--- src/rtl/spi_seq_ctrl.sv ---
// spi_seq_ctrl
//   Issues SPI transactions to NUM_CH external engines using a start/done
//   handshake. It optionally compares the response against a masked
//   expected value and retries on a mismatch. Each transaction has a
//   timeout, and there is a fixed idle gap between transactions.
//
// Ports
//   i_sys_clk_pin, i_rst      clock (rising edge), async active-high reset
//   i_cmd_*, o_cmd_ready      command channel (valid/ready)
//   o_spi_start               one-hot, one-clock start pulse to engine ch
//   o_spi_in_count/_bytes     tx byte count and payload, held until next accept
//   o_spi_out_count           rx byte count to the engine
//   i_spi_out_bytes           rx data from all engines, slice ch*8*MAX_RX_BYTES
//   i_spi_done                one-clock done pulse per engine
//   o_rsp_*                   one-clock response strobe; fields held until next strobe
//   o_busy, o_state_dbg       status and debug
//
// state  | meaning
// IDLE   | ready for a command
// LAUNCH | start pulse high for the latched channel
// WAIT   | waiting for done from that channel, timeout running
// CHECK  | compare captured rx data, decide ok / retry / mismatch
// GAP    | idle spacing before relaunch or return to IDLE
module spi_seq_ctrl #(
  parameter int NUM_CH       = 3,
  parameter int MAX_TX_BYTES = 4,
  parameter int MAX_RX_BYTES = 4,
  parameter int GAP_CYCLES   = 40000000,
  parameter int TIMEOUT_CYC  = 1000000,
  parameter int MAX_RETRY    = 7,
  localparam int CHW = (NUM_CH > 1) ? $clog2(NUM_CH) : 1,
  localparam int TXW = $clog2(MAX_TX_BYTES + 1),
  localparam int RXW = $clog2(MAX_RX_BYTES + 1),
  localparam int TXB = 8 * MAX_TX_BYTES,
  localparam int RXB = 8 * MAX_RX_BYTES
) (
  input  logic                  i_sys_clk_pin,
  input  logic                  i_rst,
  input  logic                  i_cmd_valid,
  output logic                  o_cmd_ready,
  input  logic [CHW-1:0]        i_cmd_ch,
  input  logic [TXW-1:0]        i_cmd_tx_len,
  input  logic [RXW-1:0]        i_cmd_rx_len,
  input  logic [TXB-1:0]        i_cmd_tx_data,
  input  logic                  i_cmd_chk_en,
  input  logic [RXB-1:0]        i_cmd_expect,
  input  logic [RXB-1:0]        i_cmd_mask,
  output logic [NUM_CH-1:0]     o_spi_start,
  output logic [TXW-1:0]        o_spi_in_count,
  output logic [RXW-1:0]        o_spi_out_count,
  output logic [TXB-1:0]        o_spi_in_bytes,
  input  logic [NUM_CH*RXB-1:0] i_spi_out_bytes,
  input  logic [NUM_CH-1:0]     i_spi_done,
  output logic                  o_rsp_valid,
  output logic [CHW-1:0]        o_rsp_ch,
  output logic [RXB-1:0]        o_rsp_data,
  output logic [1:0]            o_rsp_status,
  output logic                  o_busy,
  output logic [2:0]            o_state_dbg
);

  localparam int RTW = (MAX_RETRY > 0) ? $clog2(MAX_RETRY + 1) : 1;
  localparam int TOW = $clog2(TIMEOUT_CYC + 1);
  localparam int GW  = (GAP_CYCLES > 1) ? $clog2(GAP_CYCLES) : 1;

  localparam logic [TOW-1:0] TO_LAST  = TOW'(TIMEOUT_CYC - 1);
  localparam logic [GW-1:0]  GAP_LOAD = GW'(GAP_CYCLES - 1);
  localparam logic [RTW-1:0] RT_MAX   = RTW'(MAX_RETRY);

  localparam logic [1:0] ST_OK       = 2'b00;
  localparam logic [1:0] ST_MISMATCH = 2'b01;
  localparam logic [1:0] ST_TIMEOUT  = 2'b10;
  localparam logic [1:0] ST_BAD_CH   = 2'b11;

  typedef enum logic [2:0] {
    S_IDLE   = 3'd0,
    S_LAUNCH = 3'd1,
    S_WAIT   = 3'd2,
    S_CHECK  = 3'd3,
    S_GAP    = 3'd4
  } state_t;

  state_t            r_state;
  logic              r_cmd_ready;
  logic              r_busy;
  logic [CHW-1:0]    r_ch;
  logic [TXW-1:0]    r_tx_len;
  logic [RXW-1:0]    r_rx_len;
  logic [TXB-1:0]    r_tx_data;
  logic              r_chk_en;
  logic [RXB-1:0]    r_expect;
  logic [RXB-1:0]    r_mask;
  logic [NUM_CH-1:0] r_spi_start;
  logic [TOW-1:0]    r_to_cnt;
  logic [GW-1:0]     r_gap_cnt;
  logic [RTW-1:0]    r_retry;
  logic              r_relaunch;
  logic [RXB-1:0]    r_rx_cap;
  logic              r_rsp_valid;
  logic [CHW-1:0]    r_rsp_ch;
  logic [RXB-1:0]    r_rsp_data;
  logic [1:0]        r_rsp_status;

  logic [RXB-1:0]    w_len_mask;
  logic [RXB-1:0]    w_rx_slice;
  logic              w_done;
  logic              w_timeout;
  logic              w_match;
  logic              w_ch_ok;
  logic              w_accept;

  function automatic logic [NUM_CH-1:0] f_onehot(input logic [CHW-1:0] ch);
    f_onehot     = '0;
    f_onehot[ch] = 1'b1;
  endfunction

  // Byte lanes at or above rx_len are excluded from both capture and compare,
  // so rx_len = 0 always matches.
  always_comb begin
    w_len_mask = '0;
    for (int i = 0; i < MAX_RX_BYTES; i++) begin
      if (int'(r_rx_len) > i) w_len_mask[8*i +: 8] = 8'hFF;
    end
  end

  assign w_rx_slice = i_spi_out_bytes[r_ch*RXB +: RXB];
  assign w_done     = i_spi_done[r_ch];
  assign w_timeout  = (r_to_cnt >= TO_LAST);
  assign w_match    = (((r_rx_cap ^ r_expect) & r_mask & w_len_mask) == '0);
  assign w_ch_ok    = (int'(i_cmd_ch) < NUM_CH);
  assign w_accept   = i_cmd_valid && r_cmd_ready;

  always_ff @(posedge i_sys_clk_pin or posedge i_rst) begin
    if (i_rst) begin
      r_state      <= S_IDLE;
      r_cmd_ready  <= 1'b0;
      r_busy       <= 1'b0;
      r_ch         <= '0;
      r_tx_len     <= '0;
      r_rx_len     <= '0;
      r_tx_data    <= '0;
      r_chk_en     <= 1'b0;
      r_expect     <= '0;
      r_mask       <= '0;
      r_spi_start  <= '0;
      r_to_cnt     <= '0;
      r_gap_cnt    <= '0;
      r_retry      <= '0;
      r_relaunch   <= 1'b0;
      r_rx_cap     <= '0;
      r_rsp_valid  <= 1'b0;
      r_rsp_ch     <= '0;
      r_rsp_data   <= '0;
      r_rsp_status <= 2'b00;
    end else begin
      r_spi_start <= '0;
      r_rsp_valid <= 1'b0;
      case (r_state)
        S_IDLE: begin
          r_cmd_ready <= 1'b1;
          if (w_accept) begin
            r_ch      <= i_cmd_ch;
            r_tx_len  <= i_cmd_tx_len;
            r_rx_len  <= i_cmd_rx_len;
            r_tx_data <= i_cmd_tx_data;
            r_chk_en  <= i_cmd_chk_en;
            r_expect  <= i_cmd_expect;
            r_mask    <= i_cmd_mask;
            if (!w_ch_ok) begin
              r_rsp_valid  <= 1'b1;
              r_rsp_ch     <= i_cmd_ch;
              r_rsp_data   <= '0;
              r_rsp_status <= ST_BAD_CH;
            end else begin
              r_cmd_ready <= 1'b0;
              r_busy      <= 1'b1;
              r_spi_start <= f_onehot(i_cmd_ch);
              r_to_cnt    <= '0;
              r_retry     <= '0;
              r_relaunch  <= 1'b0;
              r_state     <= S_LAUNCH;
            end
          end
        end
        S_LAUNCH: begin
          // The timeout counts clocks since the start pulse, LAUNCH included.
          r_to_cnt <= r_to_cnt + TOW'(1);
          r_state  <= S_WAIT;
        end
        S_WAIT: begin
          if (w_done) begin
            r_rx_cap <= w_rx_slice & w_len_mask;
            r_state  <= S_CHECK;
          end else if (w_timeout) begin
            r_rsp_valid  <= 1'b1;
            r_rsp_ch     <= r_ch;
            r_rsp_data   <= '0;
            r_rsp_status <= ST_TIMEOUT;
            r_relaunch   <= 1'b0;
            r_gap_cnt    <= GAP_LOAD;
            r_state      <= S_GAP;
          end else begin
            r_to_cnt <= r_to_cnt + TOW'(1);
          end
        end
        S_CHECK: begin
          r_gap_cnt <= GAP_LOAD;
          r_state   <= S_GAP;
          if (!r_chk_en || w_match) begin
            r_rsp_valid  <= 1'b1;
            r_rsp_ch     <= r_ch;
            r_rsp_data   <= r_rx_cap;
            r_rsp_status <= ST_OK;
            r_relaunch   <= 1'b0;
          end else if (r_retry < RT_MAX) begin
            r_retry    <= r_retry + RTW'(1);
            r_relaunch <= 1'b1;
          end else begin
            r_rsp_valid  <= 1'b1;
            r_rsp_ch     <= r_ch;
            r_rsp_data   <= r_rx_cap;
            r_rsp_status <= ST_MISMATCH;
            r_relaunch   <= 1'b0;
          end
        end
        S_GAP: begin
          if (r_gap_cnt == '0) begin
            if (r_relaunch) begin
              r_relaunch  <= 1'b0;
              r_spi_start <= f_onehot(r_ch);
              r_to_cnt    <= '0;
              r_state     <= S_LAUNCH;
            end else begin
              r_retry     <= '0;
              r_busy      <= 1'b0;
              r_cmd_ready <= 1'b1;
              r_state     <= S_IDLE;
            end
          end else begin
            r_gap_cnt <= r_gap_cnt - GW'(1);
          end
        end
        default: begin
          r_busy      <= 1'b0;
          r_cmd_ready <= 1'b0;
          r_state     <= S_IDLE;
        end
      endcase
    end
  end

  assign o_cmd_ready     = r_cmd_ready;
  assign o_spi_start     = r_spi_start;
  assign o_spi_in_count  = r_tx_len;
  assign o_spi_out_count = r_rx_len;
  assign o_spi_in_bytes  = r_tx_data;
  assign o_rsp_valid     = r_rsp_valid;
  assign o_rsp_ch        = r_rsp_ch;
  assign o_rsp_data      = r_rsp_data;
  assign o_rsp_status    = r_rsp_status;
  assign o_busy          = r_busy;
  assign o_state_dbg     = r_state;

endmodule

--- config.mk ---
export PLATFORM = sky130hd
export DESIGN_NAME = spi_seq_ctrl
export DESIGN_NICKNAME = d
export VERILOG_FILES = /design/src/rtl/spi_seq_ctrl.sv
export SDC_FILE = /design/constraint.sdc
export NUM_CORES = 1
export LEC_CHECK = 0
export BUFFER_PORTS_ARGS = -buffer_cell sky130_fd_sc_hd__buf_4
export CAP_MARGIN = 40
export CORE_MARGIN = 2
export CORE_UTILIZATION = 50
export CTS_CLUSTER_DIAMETER = 40
export DETAILED_ROUTE_END_ITERATION = 16
export GPL_TIMING_DRIVEN = 0
export PLACE_DENSITY = 0.85
export SLEW_MARGIN = 25
export SYNTH_ARGS = -nofsm -noshare
export SYNTH_HDL_FRONTEND = slang
export SYNTH_SLANG_ARGS = --single-unit
--- constraint.sdc ---
create_clock -name i_sys_clk_pin -period 10.2 [get_ports i_sys_clk_pin]
set_input_delay 1.53 -clock i_sys_clk_pin [delete_from_list [all_inputs] [get_ports i_sys_clk_pin]]
set_output_delay 1.53 -clock i_sys_clk_pin [all_outputs]
set_load 0.05 [all_outputs]
== Word level (Yosys, flattened, before mapping) ==
Cells that the tools add are included.
Operators by class
  $add $sub $neg: 3
  magnitude comparators: 11
  equal/unequal tests: 18
  shift operators: 1
  multiplexer cells: 85
  bitwise operators: 5
  reductions and logical operators: 24
Operators by type and width (number)
  32-bit 2-to-1 mux: 6
  20-bit 2-to-1 mux: 6
  32-bit AND: 3
  32-bit case mux with 3 select lines: 1
  96-bit by 8-bit variable part select with 32-bit output: 1
  20-bit case mux with 4 select lines: 1
  26-bit 2-to-1 mux: 3
  26-bit case mux with 3 select lines: 1
  3-bit 2-to-1 mux: 15
  32-bit logical NOT: 1
  8-bit 2-to-1 mux: 4
  32-bit XOR: 1
  26-bit logical NOT: 1
  26-bit by 1-bit subtractor with 26-bit output (second input constant): 1
  1-bit 2-to-1 mux: 24
  2-bit 2-to-1 mux: 12
  2-bit != test (second input constant): 12
  20-bit by 1-bit adder with 20-bit output (second input constant): 1
  20-bit >= comparator (second input constant): 1
  3-bit case mux with 5 select lines: 1
  7-bit AND reduction: 2
  2-bit case mux with 3 select lines: 2
  6-bit AND reduction: 2
  1-bit case mux with 3 select lines: 3
  28 further kinds: 42
Word-level totals
  register bits: 232
  bits of input ports: 207
  output and inout port bits: 83
  logic and storage cells: 167

== Depth between registers and ports, before layout ==
  word-level depth: 7
  depth in mapped cells: 11
  gate-level depth less buffers: 9

== Worst setup path after synthesis ==
Ideal clock, no wire load.
  path kind: in2reg
  start point: in i_cmd_valid
  end point: reg r_tx_data[29] (netlist: o_spi_in_bytes[29])
  library setup time: 0.125 ns
  data arrival time: 3.051 ns
  required time: 10.075 ns
  setup slack: 7.024 ns
  stages: 5
  buffers on the path: 2
  cells stage by stage: nand2_1 nor3_1 buf_2 buf_1 mux2_2
On the way
  longest elaborated chain between the ends: 2
RTL lines
  start: declaration: RTL line 39  | input logic i_cmd_valid,
  1-bit logical AND: RTL line 131  | assign w_accept = i_cmd_valid && r_cmd_ready;
  2-bit AND reduction (no source line)
  end signal: assignment: RTL line 165  | r_tx_data <= i_cmd_tx_data;
  end: declaration: RTL line 89  | logic [TXB-1:0] r_tx_data;
No other way between the ends.
A chain may end at the register's enable or synchronous reset.

== Worst setup path after layout ==
  start point: reg r_rx_len[1] (netlist: o_spi_out_count[1])
  end point: reg r_rsp_data[11] (netlist: o_rsp_data[11])
On the way
  longest elaborated chain between the ends: 7
  elaborated cells between the ends (all ways): 15
  those cells by class: 4 x order compare; 1 x eq/ne; 6 x mux; 1 x bitwise; 3 x reduce/logical
RTL lines
  start: declaration: RTL line 88  | logic [RXW-1:0] r_rx_len;
  start signal: assignment: RTL line 164  | r_rx_len <= i_cmd_rx_len;
  3-bit by 1-bit > comparator with 1-bit output / 3-bit by 2-bit > comparator with 1-bit output (equally long branches): RTL line 122  | if (int'(r_rx_len) > i) w_len_mask[8*i +: 8] = 8'hFF;
  8-bit 2-to-1 mux: RTL line 122
  32-bit AND *: RTL line 129  | assign w_match = (((r_rx_cap ^ r_expect) & r_mask & w_len_mask) == '0);
  32-bit logical NOT *: RTL line 129
  1-bit logical OR *: RTL line 209  | if (!r_chk_en || w_match) begin
  3-bit != test (no source line) / 32-bit 2-to-1 mux (equally long branches)
  6-bit AND reduction (no source line) / 32-bit case mux with 3 select lines (equally long branches)
  end signal: assignment: RTL line 212  | r_rsp_data <= r_rx_cap;
  end signal: assignment: RTL line 221  | r_rsp_data <= r_rx_cap;
  end: declaration: RTL line 101  | logic [RXB-1:0] r_rsp_data;
Every way passes the cells marked *; elsewhere a longest branch is shown, timed or not.

==> flow_summary.toml <==
[run_status]
status = "complete, no violations"

[detailed_routing]
dr.pass1.iters = 5
vias_per_cell = 5.67
drcViolationCount = 0
drtAntennaViolNets = 0
vias = 9084
drtIter0Drc = 580
routed_wl_mm = 32.1
post_drt_wl_per_cell_um = 20.0

[worst_setup_path]
crit_required_ns = 10.65
cp_max_fo = 10
rr_startpoint = "o_spi_out_count[1]$_DFFE_PP0P_"
arrival_ns = 3.74
crit_path_start = "o_spi_out_count[1]$_DFFE_PP0P_"
cp-end-kind = "flop"
startpoint_type = "flop"
crit_type = "flop to flop"

[sta]
max_freq_ghz = 0.305
rsz0062_at_grt = "false"
min_period_ns = 3.28
finalSetupViolations = 0
fin_setup_tns_ns = 0
whs_ns = 0.481
clock-skew-final_ns = 0.0272
finalWorstSetupSlack_ns = 6.92
worst_slew_pin_slew_ns = 0.824
timing.final.crit_share_pct = 32.2
finalMaxSlewViolations = 0
hold_viol_final = 0
max-slew-margin-rel_pct = 45.0

[power_and_ir_drop]
ir_drop_uv = 234
switchingPower_w = 0.00204
finalPower_w = 0.00491
p_int_w = 0.00287
powerDensity_nw_per_um2 = 333
power_frac_seq_pct = 31.6
pwr-share-comb_pct = 43.2
netSwitchingFraction_pct = 41.5
p_leak_nw = 6.88
clockPowerShare_pct = 25.3

[layout]
multi_input_area_um2 = 4810
diodes = 0
drive_gt1_share_pct = 37.0
layout.cells.non_filler = 1602
finalNetCount = 1510
seq_area_um2 = 5810
fillers = 1483
syn_to_final_growth_pct = 35.5

[die]
io_pins = 290
die_area_um2 = 22900
dieWidth_um = 151
die_y_um = 151
rows = 53
start_util_pct = 51.4
core_um2 = 21200

[synthesis]
ys_ff_latch = 232
synth_edf_count = 0
synthTopCellsByCount = "dfrtp_1 (232), mux2_2 (106), nand2_1 (91)"
synth_cells = 968
ys_warn_count = 0
synth_area_leaders = "dfrtp_1 (53%), mux2_2 (11%), xor2_1 (4.1%)"
synth_flop_cell = "dfrtp_1"
ys_types = 62
seq_area_frac_synth_pct = 53.4
async_flop_share_pct = 100
synth_nets = 1178
synth_most_common_cell = "dfrtp_1"
synth_top_cell_by_area = "dfrtp_1"
syn_avg_cell_area_um2 = 11.2
syn-cell-area_um2 = 10900
synth_top_area_share_pct = 53.4

[place]
dp_hpwl_mm = 23.3
gp_congestion = 0.912
port_buffers = 289
dp.cells = 1536
preCtsSetupSlack_ns = 6.51

[cts]
cts-hold-fix-buffers = 0
cts_buffers = 36
cts_setup_buffers = 0
cts_tree = "done"
numClockSinks = 232
clk_latency_ns = 0.52
cts.clk_slew.worst_paths_ns = 0.06
htreeDepth = 2
cts_resized = 0
cts_root_buffer = "clkbuf_16"
clk_path_buf_depth = 3

[global_routing]
grt_start_max_net_pins = 92
antenna_found_initial = 0
overflow = 0
grt_usage_pct = 27.5
grt_pass1_wl_mm = 48.6
grt_pass1_vias = 9010

[run]
cap_violations = 0

[min_path]
min_path_type = "flop to flop"
hp-start = "r_gap_cnt[10]$_DFFE_PP0P_"
## through the flow
step	utilization, %	area (um2)
final	69.7	14700
after detailed placement	63.7	13500
after CTS	69.6	14700
after global routing	69.7	14700
after global placement	63.3	13400
after floorplan	-	10900
## final timing paths
path	endpoint	slack (ns)	cells past startpoint
worst max-delay path	o_rsp_data[11]$_DFFE_PP0P_	6.92	7
worst min-delay path	r_gap_cnt[10]$_DFFE_PP0P_	0.48	1
worst max register to register	o_rsp_data[11]$_DFFE_PP0P_	6.92	7
worst min register to register	r_gap_cnt[10]$_DFFE_PP0P_	0.48	1
max in group asynchronous	o_spi_in_bytes[22]$_DFFE_PP0P_	8.29	3
min in group asynchronous	r_mask[5]$_DFFE_PP0P_	1.06	2
## area by class of cell
class	count	area share [%]
plain buffers	56	1.51
clock buffers	48	7.25
clock inverters	17	1.20
inverters	13	0.382
multi-input cells	667	32.6
flip-flops and latches	232	39.4
well taps	275	2.33
repair buffers	294	15.3
## cell usage in the layout (no fill, tap or decap), types with 28 or more instances in the layout
cell | netlist | final
nand2_1 | 91 | 91
mux2i_1 | 35 | 35
dfrtp_1 | 232 | 232
mux2_2 | 106 | 106
nor2_1 | 76 | 76
a22o_1 | 32 | 32
o31ai_1 | 28 | 28
clkbuf_16 | 0 | 38
xor2_1 | 51 | 51
clkbuf_1 | 36 | 38
buf_4 | 0 | 290
a21oi_1 | 46 | 46
## metal layers
layer,up-vias,wire [um],GRT usage [%]
met5,-,0,0
met4,0,1060,10.7
met3,75,2680,6.32
met2,364,15800,45.6
met1,4511,12600,35.2
li1,4134,-,-
## sequential cells by signal (all words and copies together), names as in the netlist
name	flops
o_rsp_ch	2
o_busy	1
o_state_dbg	3
o_spi_start	3
o_rsp_data	32
r_gap_cnt	26
r_relaunch	1
o_spi_out_count	3
o_spi_in_count	3
r_ch	2
r_retry	3
o_cmd_ready	1
r_expect	32
o_rsp_valid	1
o_rsp_status	2
r_rx_cap	32
o_spi_in_bytes	32
r_chk_en	1
r_to_cnt	20
r_mask	32
## power groups by stage
stage               sequential [W]  clock [W]  combinational, W
floorplan                  0.00197          0          0.000984
global placement           0.00153          0           0.00204
detailed placement         0.00155          0           0.00210
CTS                        0.00154    0.00126           0.00212
global route               0.00159    0.00130           0.00226
finish                     0.00155    0.00124           0.00212
## critical path, cell delays in order, from the launching register on
cell and delay, ns:
dfrtp_1 0.45, a21oi_1 0.69, a41oi_1 0.14, a21oi_1 0.24, a21boi_1 0.23, a21boi_1 0.72, clkbuf_1 0.50, a22o_1 0.24
## cells by family (layout without fill, tap and decap cells)
family                     Yosys count  in the layout  synth area share (%)
DFF                                232            232                  53.4
and+or+nand+nor                    265            265                  11.9
AOI/OAI and AO/OA                  194            194                  12.5
buffers and inverters               69            428                  2.50
xor gates and xnor gates            64             64                  5.15
adders and majority gates            3              3                 0.345
muxes                              141            141                  14.2
Note: power is estimated with default switching activity, not from simulation.
